`src/rtl/reset_seq_pkg.sv`:
```
// Shared types and constants for the reset sequencer.
// Optional macro RST_SEQ_ACK_EN (see reset_sequencer.sv) adds per-stage acknowledge gating.
package reset_seq_pkg;

  // Sequencer FSM states.
  typedef enum logic [1:0] {
    S_ASSERT  = 2'd0,
    S_RELEASE = 2'd1,
    S_DONE    = 2'd2
  } state_t;

  // Default parameter values.
  localparam int RST_SEQ_N_STAGES       = 4;
  localparam int RST_SEQ_ASSERT_CYCLES  = 16;
  localparam int RST_SEQ_STAGE_GAP      = 8;
  localparam int RST_SEQ_TIMEOUT_CYCLES = 1024;

  // Width of the shared phase counter: large enough to hold the longest
  // phase length plus one, so it saturates rather than wrapping.
  function automatic int cnt_width(input int assert_cycles, input int stage_gap,
                                   input int timeout_cycles);
    int m;
    m = assert_cycles;
    if (stage_gap > m) m = stage_gap;
    if (timeout_cycles > m) m = timeout_cycles;
    return $clog2(m + 1);
  endfunction

endpackage

```
`src/rtl/reset_seq_timer.sv`:
```
// Saturating up-counter with synchronous clear and a terminal-count compare.
// One instance is reused for the assert, stage-gap and ack-timeout phases;
// the owner selects the terminal count for the current phase.
module reset_seq_timer #(
  parameter int W = 4
) (
  input  logic         i_clk,
  input  logic         i_clr,
  input  logic         i_en,
  input  logic [W-1:0] i_tc,
  output logic         o_hit
);

  logic [W-1:0] count;

  // Count enabled edges; clear has priority; hold at all-ones instead of wrapping.
  always_ff @(posedge i_clk) begin
    if (i_clr) begin
      count <= '0;
    end else if (i_en && (count != '1)) begin
      count <= count + 1'b1;
    end
  end

  // Terminal count reached (or passed, which can only happen at saturation).
  assign o_hit = (count >= i_tc);

endmodule

```
`src/rtl/reset_sequencer.sv`:
```
// Reset sequencer: all stage resets assert together on i_rst/i_sw_rst and
// release one at a time in index order; o_done flags the end of the sequence.
// Optional macro RST_SEQ_ACK_EN: adds i_ack/o_err; each following stage
// waits for the previous stage's acknowledge (or a timeout, which sets o_err).
// o_dbg_state exposes the FSM state for observation.
module reset_sequencer
  import reset_seq_pkg::*;
#(
  parameter int N_STAGES       = RST_SEQ_N_STAGES,
  parameter int ASSERT_CYCLES  = RST_SEQ_ASSERT_CYCLES,
  parameter int STAGE_GAP      = RST_SEQ_STAGE_GAP,
  parameter int TIMEOUT_CYCLES = RST_SEQ_TIMEOUT_CYCLES
) (
  input  logic                i_clk,
  input  logic                i_rst,
  input  logic                i_sw_rst,
  output logic [N_STAGES-1:0] o_rst,
  output state_t              o_dbg_state,
`ifdef RST_SEQ_ACK_EN
  input  logic [N_STAGES-1:0] i_ack,
  output logic                o_err,
`endif
  output logic                o_done
);

  localparam int CW = cnt_width(ASSERT_CYCLES, STAGE_GAP, TIMEOUT_CYCLES);
  localparam int KW = (N_STAGES > 1) ? $clog2(N_STAGES) : 1;
  localparam logic [CW-1:0] ASSERT_TC = CW'(ASSERT_CYCLES - 1);
  localparam logic [CW-1:0] GAP_TC    = CW'(STAGE_GAP - 1);
  localparam logic [KW-1:0] LAST_K    = KW'(N_STAGES - 1);
`ifdef RST_SEQ_ACK_EN
  localparam logic [CW-1:0] TIMEOUT_TC = CW'(TIMEOUT_CYCLES - 1);
`endif

  logic                rst_any;
  state_t              state, state_nx;
  logic [KW-1:0]       k, k_nx;          // index of the next stage to release
  logic [N_STAGES-1:0] rst_nx;
  logic                done_nx;
  logic                tmr_clr, tmr_en, tmr_hit;
  logic [CW-1:0]       tmr_tc;
`ifdef RST_SEQ_ACK_EN
  logic                last_wait, last_wait_nx;  // all released, waiting for last ack
  logic                gap_done, gap_done_nx;    // gap elapsed, now timing the ack
  logic                err_set;
  logic [KW-1:0]       prev_k;
`endif

  assign rst_any     = i_rst | i_sw_rst;
  assign o_dbg_state = state;

  reset_seq_timer #(.W(CW)) u_timer (
    .i_clk (i_clk),
    .i_clr (tmr_clr),
    .i_en  (tmr_en),
    .i_tc  (tmr_tc),
    .o_hit (tmr_hit)
  );

  // Next-state, next-output and timer control for the release sequence.
  always_comb begin
    state_nx = state;
    k_nx     = k;
    rst_nx   = o_rst;
    done_nx  = o_done;
    tmr_clr  = rst_any;
    tmr_en   = 1'b0;
    tmr_tc   = ASSERT_TC;
`ifdef RST_SEQ_ACK_EN
    last_wait_nx = last_wait;
    gap_done_nx  = gap_done;
    err_set      = 1'b0;
    prev_k       = k - 1'b1;
`endif
    case (state)
      S_ASSERT: begin
        tmr_tc = ASSERT_TC;
        if (tmr_hit) begin
          rst_nx[0] = 1'b0;
          tmr_clr   = 1'b1;
          if (N_STAGES == 1) begin
`ifdef RST_SEQ_ACK_EN
            state_nx     = S_RELEASE;
            last_wait_nx = 1'b1;
`else
            state_nx = S_DONE;
            done_nx  = 1'b1;
`endif
          end else begin
            state_nx = S_RELEASE;
            k_nx     = KW'(1);
          end
        end else begin
          tmr_en = 1'b1;
        end
      end
      S_RELEASE: begin
`ifdef RST_SEQ_ACK_EN
        if (last_wait) begin
          tmr_tc = TIMEOUT_TC;
          if (i_ack[LAST_K]) begin
            state_nx = S_DONE;
            done_nx  = 1'b1;
          end else if (tmr_hit) begin
            err_set  = 1'b1;
            state_nx = S_DONE;
            done_nx  = 1'b1;
          end else begin
            tmr_en = 1'b1;
          end
        end else begin
          tmr_tc = gap_done ? TIMEOUT_TC : GAP_TC;
          if (tmr_hit || gap_done) begin
            // Gap has elapsed: release on ack, or on timeout without one.
            if (i_ack[prev_k] || (tmr_hit && (gap_done || (GAP_TC == TIMEOUT_TC)))) begin
              err_set     = ~i_ack[prev_k];
              rst_nx[k]   = 1'b0;
              tmr_clr     = 1'b1;
              gap_done_nx = 1'b0;
              if (k == LAST_K) last_wait_nx = 1'b1;
              else             k_nx = k + 1'b1;
            end else begin
              gap_done_nx = 1'b1;
              tmr_en      = 1'b1;
            end
          end else begin
            tmr_en = 1'b1;
          end
        end
`else
        tmr_tc = GAP_TC;
        if (tmr_hit) begin
          rst_nx[k] = 1'b0;
          tmr_clr   = 1'b1;
          if (k == LAST_K) begin
            state_nx = S_DONE;
            done_nx  = 1'b1;
          end else begin
            k_nx = k + 1'b1;
          end
        end else begin
          tmr_en = 1'b1;
        end
`endif
      end
      S_DONE: begin
        rst_nx  = '0;
        done_nx = 1'b1;
      end
      default: begin
        state_nx = S_ASSERT;
      end
    endcase
  end

  // State and output registers; any reset source restarts the whole sequence.
  always_ff @(posedge i_clk) begin
    if (rst_any) begin
      state  <= S_ASSERT;
      k      <= '0;
      o_rst  <= '1;
      o_done <= 1'b0;
`ifdef RST_SEQ_ACK_EN
      last_wait <= 1'b0;
      gap_done  <= 1'b0;
`endif
    end else begin
      state  <= state_nx;
      k      <= k_nx;
      o_rst  <= rst_nx;
      o_done <= done_nx;
`ifdef RST_SEQ_ACK_EN
      last_wait <= last_wait_nx;
      gap_done  <= gap_done_nx;
`endif
    end
  end

`ifdef RST_SEQ_ACK_EN
  // Sticky timeout flag: survives software reset, cleared only by i_rst.
  always_ff @(posedge i_clk) begin
    if (i_rst) begin
      o_err <= 1'b0;
    end else if (err_set && !i_sw_rst) begin
      o_err <= 1'b1;
    end
  end
`endif

endmodule

```
`config.mk`:
```
export PLATFORM = sky130hd
export DESIGN_NAME = reset_sequencer
export DESIGN_NICKNAME = d
export VERILOG_FILES = /design/src/rtl/reset_seq_pkg.sv /design/src/rtl/reset_seq_timer.sv /design/src/rtl/reset_sequencer.sv
export SDC_FILE = /design/constraint.sdc
export NUM_CORES = 1
export LEC_CHECK = 0
export CAP_MARGIN = 20
export CORE_UTILIZATION = 35
export DETAILED_ROUTE_END_ITERATION = 8
export PLACE_DENSITY = 0.57
export SLEW_MARGIN = 20
export SYNTH_ARGS = -nofsm -noshare
export SYNTH_HDL_FRONTEND = slang
export SYNTH_SLANG_ARGS = --single-unit
export TNS_END_PERCENT = 5
```
`constraint.sdc`:
```
create_clock -name i_clk -period 2.45 [get_ports i_clk]
set_input_delay 0.245 -clock i_clk [delete_from_list [all_inputs] [get_ports i_clk]]
set_output_delay 0.245 -clock i_clk [all_outputs]
set_load 0.03 [all_outputs]
```
# After elaboration in Yosys (flattened, before gate mapping)
# Cells that the tools add are included.
# totals
regBits,20
in_bits,3
out_inout_bits,7
word_cells,56
# op_classes
add_sub_neg,2
order_cmp,3
eq_ne,8
muxes,21
bitwise_logic,4
n_reduce_logical,12
# ops
cell,n
11-bit by 1-bit adder with 11-bit output (second input constant),1
11-bit by 4-bit greater-or-equal comparator with 1-bit output,1
11-bit inequality test (second input constant),1
2-bit 2-to-1 mux,5
1-bit 2-to-1 mux,8
4-bit 2-to-1 mux,2
2-bit inequality test (second input constant),4
4-bit AND reduction,2
2-bit case mux with 3 select lines,1
3-bit case mux with 2 select lines,1
3-bit AND reduction,2
4-bit AND,1
2-bit == test (second input constant),2
4-bit inverter,1
2-bit case mux with 2 select lines,1
2-bit nonzero test,2
2-bit by 3-bit < comparator with 1-bit output (second input constant),1
1-bit case mux with 3 select lines,1
3-bit nonzero test,1
2-bit by 1-bit adder with 2-bit output (second input constant),1
1-bit demux with 2-bit select,1
2-bit by 1-bit == test with 1-bit output (second input constant),1
2-bit by 1-bit greater-or-equal comparator with 1-bit output (second input constant),1
1-bit logical AND,2
6 further kinds,6

# Longest topological paths before layout
# Gate-level depths: netlist of run 1.
# logic_depth
ltp_word,8
mapped_depth,7
depth_no_buf,6

# By module
# From an unflattened synthesis of run 1, not the netlist that was laid out.
# unflattened
cells_unflattened,147
area_unflattened_um2,1239.9
# modules_own_cells
mod,instances,cells_each,area_each_um2,seq_area_each_um2
reset_seq_timer,1,97,792.0,220.2
reset_sequencer,1,50,447.9,180.2

# Least setup slack after synthesis of run 1
# No wires, ideal clock.
# synth_path
path_type,register to register
startpoint,register state[1] (netlist: o_dbg_state[1])
endpoint,register u_timer.count[3]
setup_ns,0.074
arrival_time_ns,2.324
setup_slack_ns,0.051
path_stages_with_launch,8
n_path_buf,1
path_cell_list,dfxtp_1 -> nor2b_1 -> ha_1 -> or4_1 -> a311o_1 -> buf_6 -> or4_1 -> a31oi_1
# synth_between
elab_chain_cells,6
elab_cells_between_ends,10
cone_classes,order compare (1); eq/ne (1); mux (5); reduce/logical (3)
# synth_lines
element,line_no,rtl
from (decl),reset_sequencer.sv:36,"state_t state, state_nx;"
from (signal assigned),reset_sequencer.sv:168,state <= state_nx;
2-bit by 1-bit == test with 1-bit output,reset_sequencer.sv:75,case (state)
4-bit 2-to-1 mux,reset_sequencer.sv:75,
11-bit by 4-bit greater-or-equal comparator with 1-bit output,reset_seq_timer.sv:26,assign o_hit = (count >= i_tc);
1-bit 2-to-1 mux,"reset_sequencer.sv:78, reset_sequencer.sv:132",
1-bit 2-to-1 mux,--,
1-bit logical AND,reset_seq_timer.sv:20,end else if (i_en && (count != '1)) begin
to (signal assigned),reset_seq_timer.sv:21,count <= count + 1'b1;
to (decl),reset_seq_timer.sv:14,logic [W-1:0] count;
# Parallel ways exist; a longest one is shown, timed or not.
# A chain may end at the register's enable or synchronous reset.

# Final worst setup path of run 1
# layout_path
startpoint,register state[0] (netlist: o_dbg_state[0])
endpoint,register u_timer.count[3]
# The elaborated chain is that of the path after synthesis.

==> impl_metrics.env, run 1 <==
export IMPL_slowest_stage="or4_1"
export IMPL_endpoint_kind="flip-flop"
export IMPL_synth_cells=90
export IMPL_nFillCells=238
export IMPL_dr_pass1_iters=4
export IMPL_io_pins=10
export IMPL_place_area_sq_um=998
export IMPL_crit_buf_inv=0
export IMPL_grt_pass1_wl_um=2730
export IMPL_io_buffers=9
export IMPL_htreeDepth=1
export IMPL_dp_hpwl_um=1210
export IMPL_remaining_drc_errors=0
export IMPL_drive_gt1_frac=0.135
export IMPL_syn_area_per_cell_sq_um=9.58
export IMPL_ant_nets=0
export IMPL_cts_tree="built"
export IMPL_maxCapViolations=0
export IMPL_grt_use_total=0.140
export IMPL_place_congestion=0.842
export IMPL_dp_slack_ns=0.219
export IMPL_cts_resized=0
export IMPL_max_freq_mhz=444
export IMPL_cts_buffer_depth=2
export IMPL_clkLatencyLatePin_ns=0.29
export IMPL_p_leak_nw=0.413
export IMPL_rows=17
export IMPL_final_nets=114
export IMPL_slew_viol_final=0
export IMPL_cts_hold_buf=0
export IMPL_vias_per_cell=5.09
export IMPL_peakVddDrop_uv=312
export IMPL_worst_path_stages=6
export IMPL_clock_skew_ns=0.00482
export IMPL_cts_num_sinks=20
export IMPL_top_usage_layer="met2"
export IMPL_fin_crit_sh=0.919
export IMPL_max_slew_margin=0.765
export IMPL_grtUsageMet2=0.221
export IMPL_area_delta_synth_final_pct=20.0
export IMPL_fp_dieH_um=51.6
export IMPL_ys_seq_area_frac=0.464
export IMPL_dieArea_sq_um=2670
export IMPL_design_core_area_sq_um=2280
export IMPL_path_clk_slew_ns=0.11
export IMPL_synthTopCellsByArea="dfxtp_1, ha_1, a21oi_1"
export IMPL_initial_core_util=0.379
export IMPL_multiInputGateArea_sq_um=424
export IMPL_grt_antenna_before_repair=0
export IMPL_post_cts_buffers=0
export IMPL_grt_pass1_vias=625
export IMPL_tightest_slew_ns=0.353
export IMPL_finalSetupViolCount=0
export IMPL_critPathMaxFanout=9
export IMPL_max_stage_delay_ns=0.48
export IMPL_synth_top_cell_by_area="dfxtp_1"
export IMPL_holdPathStages=2
export IMPL_reg2regPathDepth=6
export IMPL_crit_family="simple AND/OR/NAND/NOR gates"
export IMPL_powerDensity_nw_per_um2=509
export IMPL_overflow=0
export IMPL_vias=672
export IMPL_cts_root_buf="clkbuf_4"
export IMPL_met1_usage=0.177
export IMPL_cp_required_ns=2.68
export IMPL_fin_area_sq_um=1030
export IMPL_fin_total_pwr_w=0.000527
export IMPL_final_hold_viol_count=0
export IMPL_syn_area_sq_um=862
export IMPL_outcome="completed"
export IMPL_wl_um=1590
export IMPL_crit_path_start_kind="flip-flop"
export IMPL_die_w_um=51.6
export IMPL_antenna_cells=0
export IMPL_cts_buffers=3
export IMPL_ys_warn_count=0
export IMPL_worstPathArrival_ns=2.48
export IMPL_critical_path_class="reg2reg"
export IMPL_seq_area_sq_um=400
export IMPL_drt_first_iter_violations=5
export IMPL_crit_chain="nor2b_1 -> ha_1 -> or4_1 -> a311o_1 -> or4_1 -> a31oi_1"
export IMPL_final_setup_worst_slack_ns=0.199
export IMPL_tns_ns=0
export IMPL_crit_top_cell="or4_1"
export IMPL_ys_ff_latch=20
export IMPL_hp_class="reg2reg"
export IMPL_fin_crit_ns=2.25
export IMPL_rsz0062_at_grt="false"
export IMPL_synth_cell_type_count=29
export IMPL_wl_per_cell_um=12.1
export IMPL_syn_num_nets=99
export IMPL_grt_max_degree=15
export IMPL_met3_usage=0.0322
export IMPL_synth_top_area_frac=0.464
==> final timing paths <==
| kind | startpoint | to | slack, ns |
|---|---|---|---|
| min | o_done$_SDFFE_PP0P_ | o_done$_SDFFE_PP0P_ | 0.45 |
| max reg2reg | o_dbg_state[0]$_SDFFE_PP0P_ | u_timer.count[3]$_SDFFE_PP0P_ | 0.20 |
| max | o_dbg_state[0]$_SDFFE_PP0P_ | u_timer.count[3]$_SDFFE_PP0P_ | 0.20 |
| min reg2reg | o_done$_SDFFE_PP0P_ | o_done$_SDFFE_PP0P_ | 0.45 |
==> layout by cell type (no fill, tap or decap), types with 2 or more instances in the layout <==
| cell | synthesis | routed |
|---|---|---|
| a31o_2 | 3 | 3 |
| nor2_1 | 3 | 3 |
| nand3_1 | 6 | 6 |
| o21ai_0 | 2 | 2 |
| a21oi_1 | 8 | 8 |
| ha_1 | 6 | 6 |
| clkdlybuf4s50_1 | 0 | 9 |
| inv_1 | 5 | 5 |
| a31oi_1 | 2 | 2 |
| nand2_1 | 6 | 6 |
| and2_1 | 6 | 6 |
| dfxtp_1 | 20 | 20 |
| a21o_1 | 3 | 3 |
| or4_1 | 2 | 2 |
| buf_4 | 0 | 4 |
| nand2b_1 | 2 | 2 |
| clkbuf_4 | 0 | 3 |
==> flip-flops by register name, indices dropped and copies added, names as in the netlist <==
name	count
u_timer.count	11
o_done	1
k	2
o_rst	4
o_dbg_state	2
==> metal layers <==
metal,vias to the layer above,wire [um]
li1,352,-
met1,313,820
met2,5,714
met3,2,41
met4,0,14
met5,-,0
==> cells by family after synthesis <==
| group | share of synthesized area |
|---|---|
| simple gates | 0.219 |
| compound gates | 0.186 |
| flops | 0.464 |
| buf+inv | 0.0435 |
| fa+ha+maj | 0.0871 |
==> synthesized netlist by cell type, drive strengths merged <==
library cell and count:
nor2 3, a311oi 1, or4 3, a311o 1, buf 1, a21oi 8, a31oi 2, a31o 3
o2111a 1, ha 6, nor4b 1, or2 1, nand3 6, nor2b 1, inv 5, o41ai 1
or3 1, clkbuf 2, nand2 6, and2 7, o21ai 2, nand3b 1, nand2b 2, a21o 3
dfxtp 20, nor4 1, a41o 1
==> stage by stage <==
step / util / hold slack (ns) / std cells
global placement: 0.439 / 0.435 / 128
detailed placement: 0.439 / 0.442 / 128
finish: 0.455 / 0.453 / 132
CTS: 0.455 / 0.459 / 132
floorplan: - / 0.421 / 90
global route: 0.455 / 0.474 / 132
==> final cells by class <==
class                   instances  share of cell area
repair buffers                 13               0.116
clock buffers                   4              0.0351
inverters                       5              0.0181
flip-flops and latches         20               0.387
well taps                      28              0.0339
multi-input cells              62               0.410
==> power by group <==
group	internal, W	switching, W	total [W]
sequential	0.000327	0.00000197	0.000329
combinational	0.00000646	0.00000748	0.0000139
clock	0.0000905	0.0000938	0.000184
total	0.000423	0.000103	0.000527
==> worst reg2reg max path: stages, from the launching register on <==
cell and delay, ns:
dfxtp_1 0.40, nor2b_1 0.18, ha_1 0.17, or4_1 0.45, a311o_1 0.35, or4_1 0.48, a31oi_1 0.17
No activity file was read; power rests on OpenSTA's default activity.
==> run 2, diff against run 1 <==
--- a/config.mk
+++ b/config.mk
@@ -6,6 +6,7 @@
 export NUM_CORES = 1
 export LEC_CHECK = 0
 export CAP_MARGIN = 20
+export CORE_MARGIN = 2
 export CORE_UTILIZATION = 35
 export DETAILED_ROUTE_END_ITERATION = 8
 export PLACE_DENSITY = 0.57
==> impl_metrics.env, run 2 (synthesis gave the netlist of run 1 again) <==
export IMPL_outcome="completed"
export IMPL_placed_cells=128
export IMPL_fin_area_sq_um=1030
export IMPL_largest_register="u_timer.count"
export IMPL_initial_core_util=0.379
export IMPL_clkLatencyLatePin_ns=0.29
export IMPL_grt_antenna_before_repair=0
export IMPL_holdPathStages=2
export IMPL_fin_crit_sh=0.916
export IMPL_area_delta_synth_final_pct=20.0
export IMPL_crit_path_start_kind="flip-flop"
export IMPL_cts_hold_buf=0
export IMPL_worstPathArrival_ns=2.47
export IMPL_tightest_slew_ns=0.387
export IMPL_met1_usage=0.178
export IMPL_grt_pass1_wl_um=2700
export IMPL_met3_usage=0.0250
export IMPL_crit_top_cell="or4_1"
export IMPL_final_hold_viol_count=0
export IMPL_io_pins=10
export IMPL_p_leak_nw=0.413
export IMPL_grtUsageMet2=0.189
export IMPL_final_common_cell="dfxtp_1"
export IMPL_htreeDepth=1
export IMPL_reg_top3="u_timer.count x11, o_rst x4"
export IMPL_largest_register_ffs=11
export IMPL_tns_ns=0
export IMPL_final_setup_worst_slack_ns=0.206
export IMPL_place_congestion=0.843
export IMPL_cts_root_buf="clkbuf_4"
export IMPL_critPathMaxFanout=9
export IMPL_place_area_sq_um=998
export IMPL_die_w_um=53.6
export IMPL_finalSetupViolCount=0
export IMPL_worst_path_stages=6
export IMPL_vias_per_cell=4.99
export IMPL_fp_dieH_um=53.6
export IMPL_rows=17
export IMPL_vias=659
export IMPL_antenna_cells=0
export IMPL_grt_use_total=0.133
export IMPL_overflow=0
export IMPL_cts_buffer_depth=2
export IMPL_cts_num_sinks=20
export IMPL_dp_slack_ns=0.240
export IMPL_fin_total_pwr_w=0.000528
export IMPL_post_cts_buffers=0
export IMPL_wl_per_cell_um=11.8
export IMPL_critical_path_class="reg2reg"
export IMPL_reg2regPathDepth=6
export IMPL_slowest_stage="or4_1"
export IMPL_cts_tree="built"
export IMPL_cts_resized=0
export IMPL_peakVddDrop_uv=240
export IMPL_maxCapViolations=0
export IMPL_slew_viol_final=0
export IMPL_drive_gt1_frac=0.135
export IMPL_hp_class="reg2reg"
export IMPL_dr_pass1_iters=4
export IMPL_clock_skew_ns=0.00244
export IMPL_final_cell_mix="dfxtp_1, clkdlybuf4s50_1, a21oi_1"
export IMPL_wl_um=1550
export IMPL_rsz0062_at_grt="false"
export IMPL_dieArea_sq_um=2880
export IMPL_max_slew_margin=0.742
export IMPL_cp_required_ns=2.68
export IMPL_path_clk_slew_ns=0.11
export IMPL_fin_crit_ns=2.24
export IMPL_io_buffers=9
export IMPL_fin_cells=132
export IMPL_final_nets=114
export IMPL_remaining_drc_errors=0
export IMPL_crit_chain="nor2b_1 -> ha_1 -> or4_1 -> a311o_1 -> or4_1 -> a31oi_1"
export IMPL_crit_family="simple AND/OR/NAND/NOR gates"
export IMPL_powerDensity_nw_per_um2=510
export IMPL_max_freq_mhz=446
export IMPL_ant_nets=0
export IMPL_max_stage_delay_ns=0.47
export IMPL_grt_pass1_vias=652
export IMPL_endpoint_kind="flip-flop"
export IMPL_top_usage_layer="met2"
export IMPL_grt_max_degree=15
export IMPL_crit_buf_inv=0
export IMPL_design_core_area_sq_um=2280
export IMPL_dp_hpwl_um=1160
export IMPL_cts_buffers=3
export IMPL_drt_first_iter_violations=4
[run 2: cell counts in the layout (fill, tap and decap cells not counted)]
Identical to the previous run, type by type.
[run 2: worst register-to-register path, stage by stage (launching register included)]
cell and delay [ns]:
dfxtp_1 0.40, nor2b_1 0.18, ha_1 0.17, or4_1 0.45
a311o_1 0.34, or4_1 0.47, a31oi_1 0.17
[run 2: through the flow]
stage	hold slack (ns)	utilization
2_1_floorplan	0.421	-
3_3_place_gp	0.434	0.439
3_5_place_dp	0.441	0.439
4_1_cts	0.459	0.455
5_1_grt	0.474	0.455
6_report	0.451	0.455
[run 2: path summary, 6_finish.rpt]
check / startpoint / to / slack, ns
max: o_dbg_state[0]$_SDFFE_PP0P_ / u_timer.count[3]$_SDFFE_PP0P_ / 0.21
min: o_done$_SDFFE_PP0P_ / o_done$_SDFFE_PP0P_ / 0.45
max reg2reg: o_dbg_state[0]$_SDFFE_PP0P_ / u_timer.count[3]$_SDFFE_PP0P_ / 0.21
min reg2reg: o_done$_SDFFE_PP0P_ / o_done$_SDFFE_PP0P_ / 0.45
[run 2: layer usage]
layer,vias up,routed length (um),share of wire
li1,353,-,-
met1,299,810,0.52
met2,5,698,0.45
met3,2,31,0.020
met4,0,14,0.0090
met5,-,0,0
[run 2: report_power, final]
group	internal, W	switching, W
Combinational	0.00000647	0.00000762
Clock	0.0000905	0.0000946
Sequential	0.000327	0.00000195
[run 2: area by class of cell]
cell class                 count  area, sq um
tap                           28         35.0
timing repair buffer          13          120
clock buffer                   4         36.3
sequential                    20          400
multi-input combinational     62          424
inverter                       5         18.8
fill                         225         1240
==> run 3, diff against run 2 <==
--- a/config.mk
+++ b/config.mk
@@ -9,7 +9,7 @@
 export CORE_MARGIN = 2
 export CORE_UTILIZATION = 35
 export DETAILED_ROUTE_END_ITERATION = 8
-export PLACE_DENSITY = 0.57
+export REMOVE_ABC_BUFFERS = 1
 export SLEW_MARGIN = 20
 export SYNTH_ARGS = -nofsm -noshare
 export SYNTH_HDL_FRONTEND = slang
==> impl_metrics.env, run 3 (synthesis gave the netlist of run 1 again) <==
export IMPL_critPathLaunch="o_dbg_state[0]$_SDFFE_PP0P_"
export IMPL_final_cell_mix="dfxtp_1, clkdlybuf4s50_1, a21oi_1"
export IMPL_max_slew_margin=0.741
export IMPL_grt_max_degree=15
export IMPL_reg2regPathDepth=6
export IMPL_fp_dieH_um=53.6
export IMPL_reg_top3="u_timer.count x11, o_rst x4"
export IMPL_r2r_start="o_dbg_state[0]$_SDFFE_PP0P_"
export IMPL_drive_gt1_frac=0.135
export IMPL_remaining_drc_errors=0
export IMPL_worstPathArrival_ns=2.50
export IMPL_clkLatencyLatePin_ns=0.30
export IMPL_cts_hold_buf=0
export IMPL_cts_buffer_depth=2
export IMPL_fin_crit_ns=2.27
export IMPL_dieArea_sq_um=2880
export IMPL_io_pins=10
export IMPL_design_core_area_sq_um=2280
export IMPL_max_freq_mhz=440
export IMPL_cp_required_ns=2.68
export IMPL_cts_num_sinks=20
export IMPL_initial_core_util=0.379
export IMPL_r2r_slack_ns=0.18
export IMPL_fin_cells=132
export IMPL_area_delta_synth_final_pct=21.9
export IMPL_cts_tree="built"
export IMPL_dp_hpwl_um=1240
export IMPL_worst_path_stages=6
export IMPL_htreeDepth=1
export IMPL_drt_first_iter_violations=13
export IMPL_critPathMaxFanout=9
export IMPL_ant_nets=0
export IMPL_grt_use_total=0.141
export IMPL_cts_root_buf="clkbuf_4"
export IMPL_peakVddDrop_uv=373
export IMPL_final_common_cell="dfxtp_1"
export IMPL_tightest_slew_ns=0.388
export IMPL_hold_slack_ns=0.464
export IMPL_powerDensity_nw_per_um2=581
export IMPL_hold_path_startpoint="o_rst[0]$_SDFFE_PP1P_"
export IMPL_cts_resized=0
export IMPL_max_stage_delay_ns=0.49
export IMPL_slew_viol_final=0
export IMPL_wl_per_cell_um=12.5
export IMPL_crit_buf_inv=0
export IMPL_wl_um=1650
export IMPL_crit_family="simple AND/OR/NAND/NOR gates"
export IMPL_grt_pass1_vias=665
export IMPL_vias_per_cell=5.17
export IMPL_io_buffers=9
export IMPL_rsz0062_at_grt="false"
export IMPL_holdPathStages=1
export IMPL_vias=683
export IMPL_crit_path_start_kind="flip-flop"
export IMPL_placed_cells=128
export IMPL_fin_total_pwr_w=0.000610
export IMPL_fin_crit_sh=0.927
export IMPL_slowest_stage="or4_1"
export IMPL_crit_chain="nor2b_1 -> ha_1 -> or4_1 -> a311o_1 -> or4_1 -> a31oi_1"
export IMPL_cts_buffers=3
export IMPL_p_leak_nw=0.420
export IMPL_antenna_cells=0
export IMPL_grt_antenna_before_repair=0
export IMPL_largest_register_ffs=11
export IMPL_overflow=0
export IMPL_final_nets=114
export IMPL_grt_pass1_wl_um=2910
export IMPL_hp_class="reg2reg"
export IMPL_largest_register="u_timer.count"
export IMPL_die_w_um=53.6
export IMPL_maxCapViolations=0
export IMPL_final_hold_viol_count=0
export IMPL_crit_top_cell="or4_1"
export IMPL_place_congestion=0.784
export IMPL_fin_util=0.462
export IMPL_clock_skew_ns=0.00614
export IMPL_finalSetupViolCount=0
export IMPL_path_clk_slew_ns=0.12
export IMPL_rows=17
export IMPL_dr_pass1_iters=4
export IMPL_endpoint_kind="flip-flop"
export IMPL_critical_path_class="reg2reg"
export IMPL_outcome="completed"
export IMPL_post_cts_buffers=0
## run 3: changes by cell type in the layout (fill, tap and decap cells not counted), sizes merged
| cell | change |
|---|---|
| clkbuf | -1 |
| bufinv | +1 |
## run 3: worst paths after layout
| path | endpoint |
|---|---|
| min reg2reg | o_rst[0]$_SDFFE_PP1P_ |
| max | u_timer.count[3]$_SDFFE_PP0P_ |
| min | o_rst[0]$_SDFFE_PP1P_ |
| max reg2reg | u_timer.count[3]$_SDFFE_PP0P_ |
## run 3: final cells by class
class / count / area (sq um)
sequential: 20 / 400
inverter: 5 / 18.8
clock buffer: 3 / 22.5
multi-input combinational: 62 / 424
fill: 211 / 1220
timing repair buffer: 13 / 120
clock inverter: 1 / 30.0
tap: 28 / 35.0
## run 3: power by group
| group | internal [W] | switching [W] | leakage, nW |
|---|---|---|---|
| clock | 0.000165 | 0.000102 | 0.0279 |
| combinational | 0.00000647 | 0.00000766 | 0.230 |
| sequential | 0.000327 | 0.00000200 | 0.161 |
| total | 0.000498 | 0.000112 | 0.420 |
## run 3: metal layers
layer | part of all wire | vias up | GRT usage
met2 | 0.46 | 6 | 0.210
li1 | - | 354 | -
met5 | 0 | - | 0
met4 | 0.010 | 0 | 0.0513
met3 | 0.022 | 2 | 0.0417
met1 | 0.51 | 321 | 0.193
## run 3: per-stage QoR
step	setup TNS (ns)	setup WS [ns]	cell area, sq um
4_1_cts	0	0.186	1050
6_report	0	0.178	1050
5_1_grt	0	0.0628	1050
3_3_place_gp	0	0.308	998
3_5_place_dp	0	0.216	998
2_1_floorplan	-0.0942	-0.0942	843
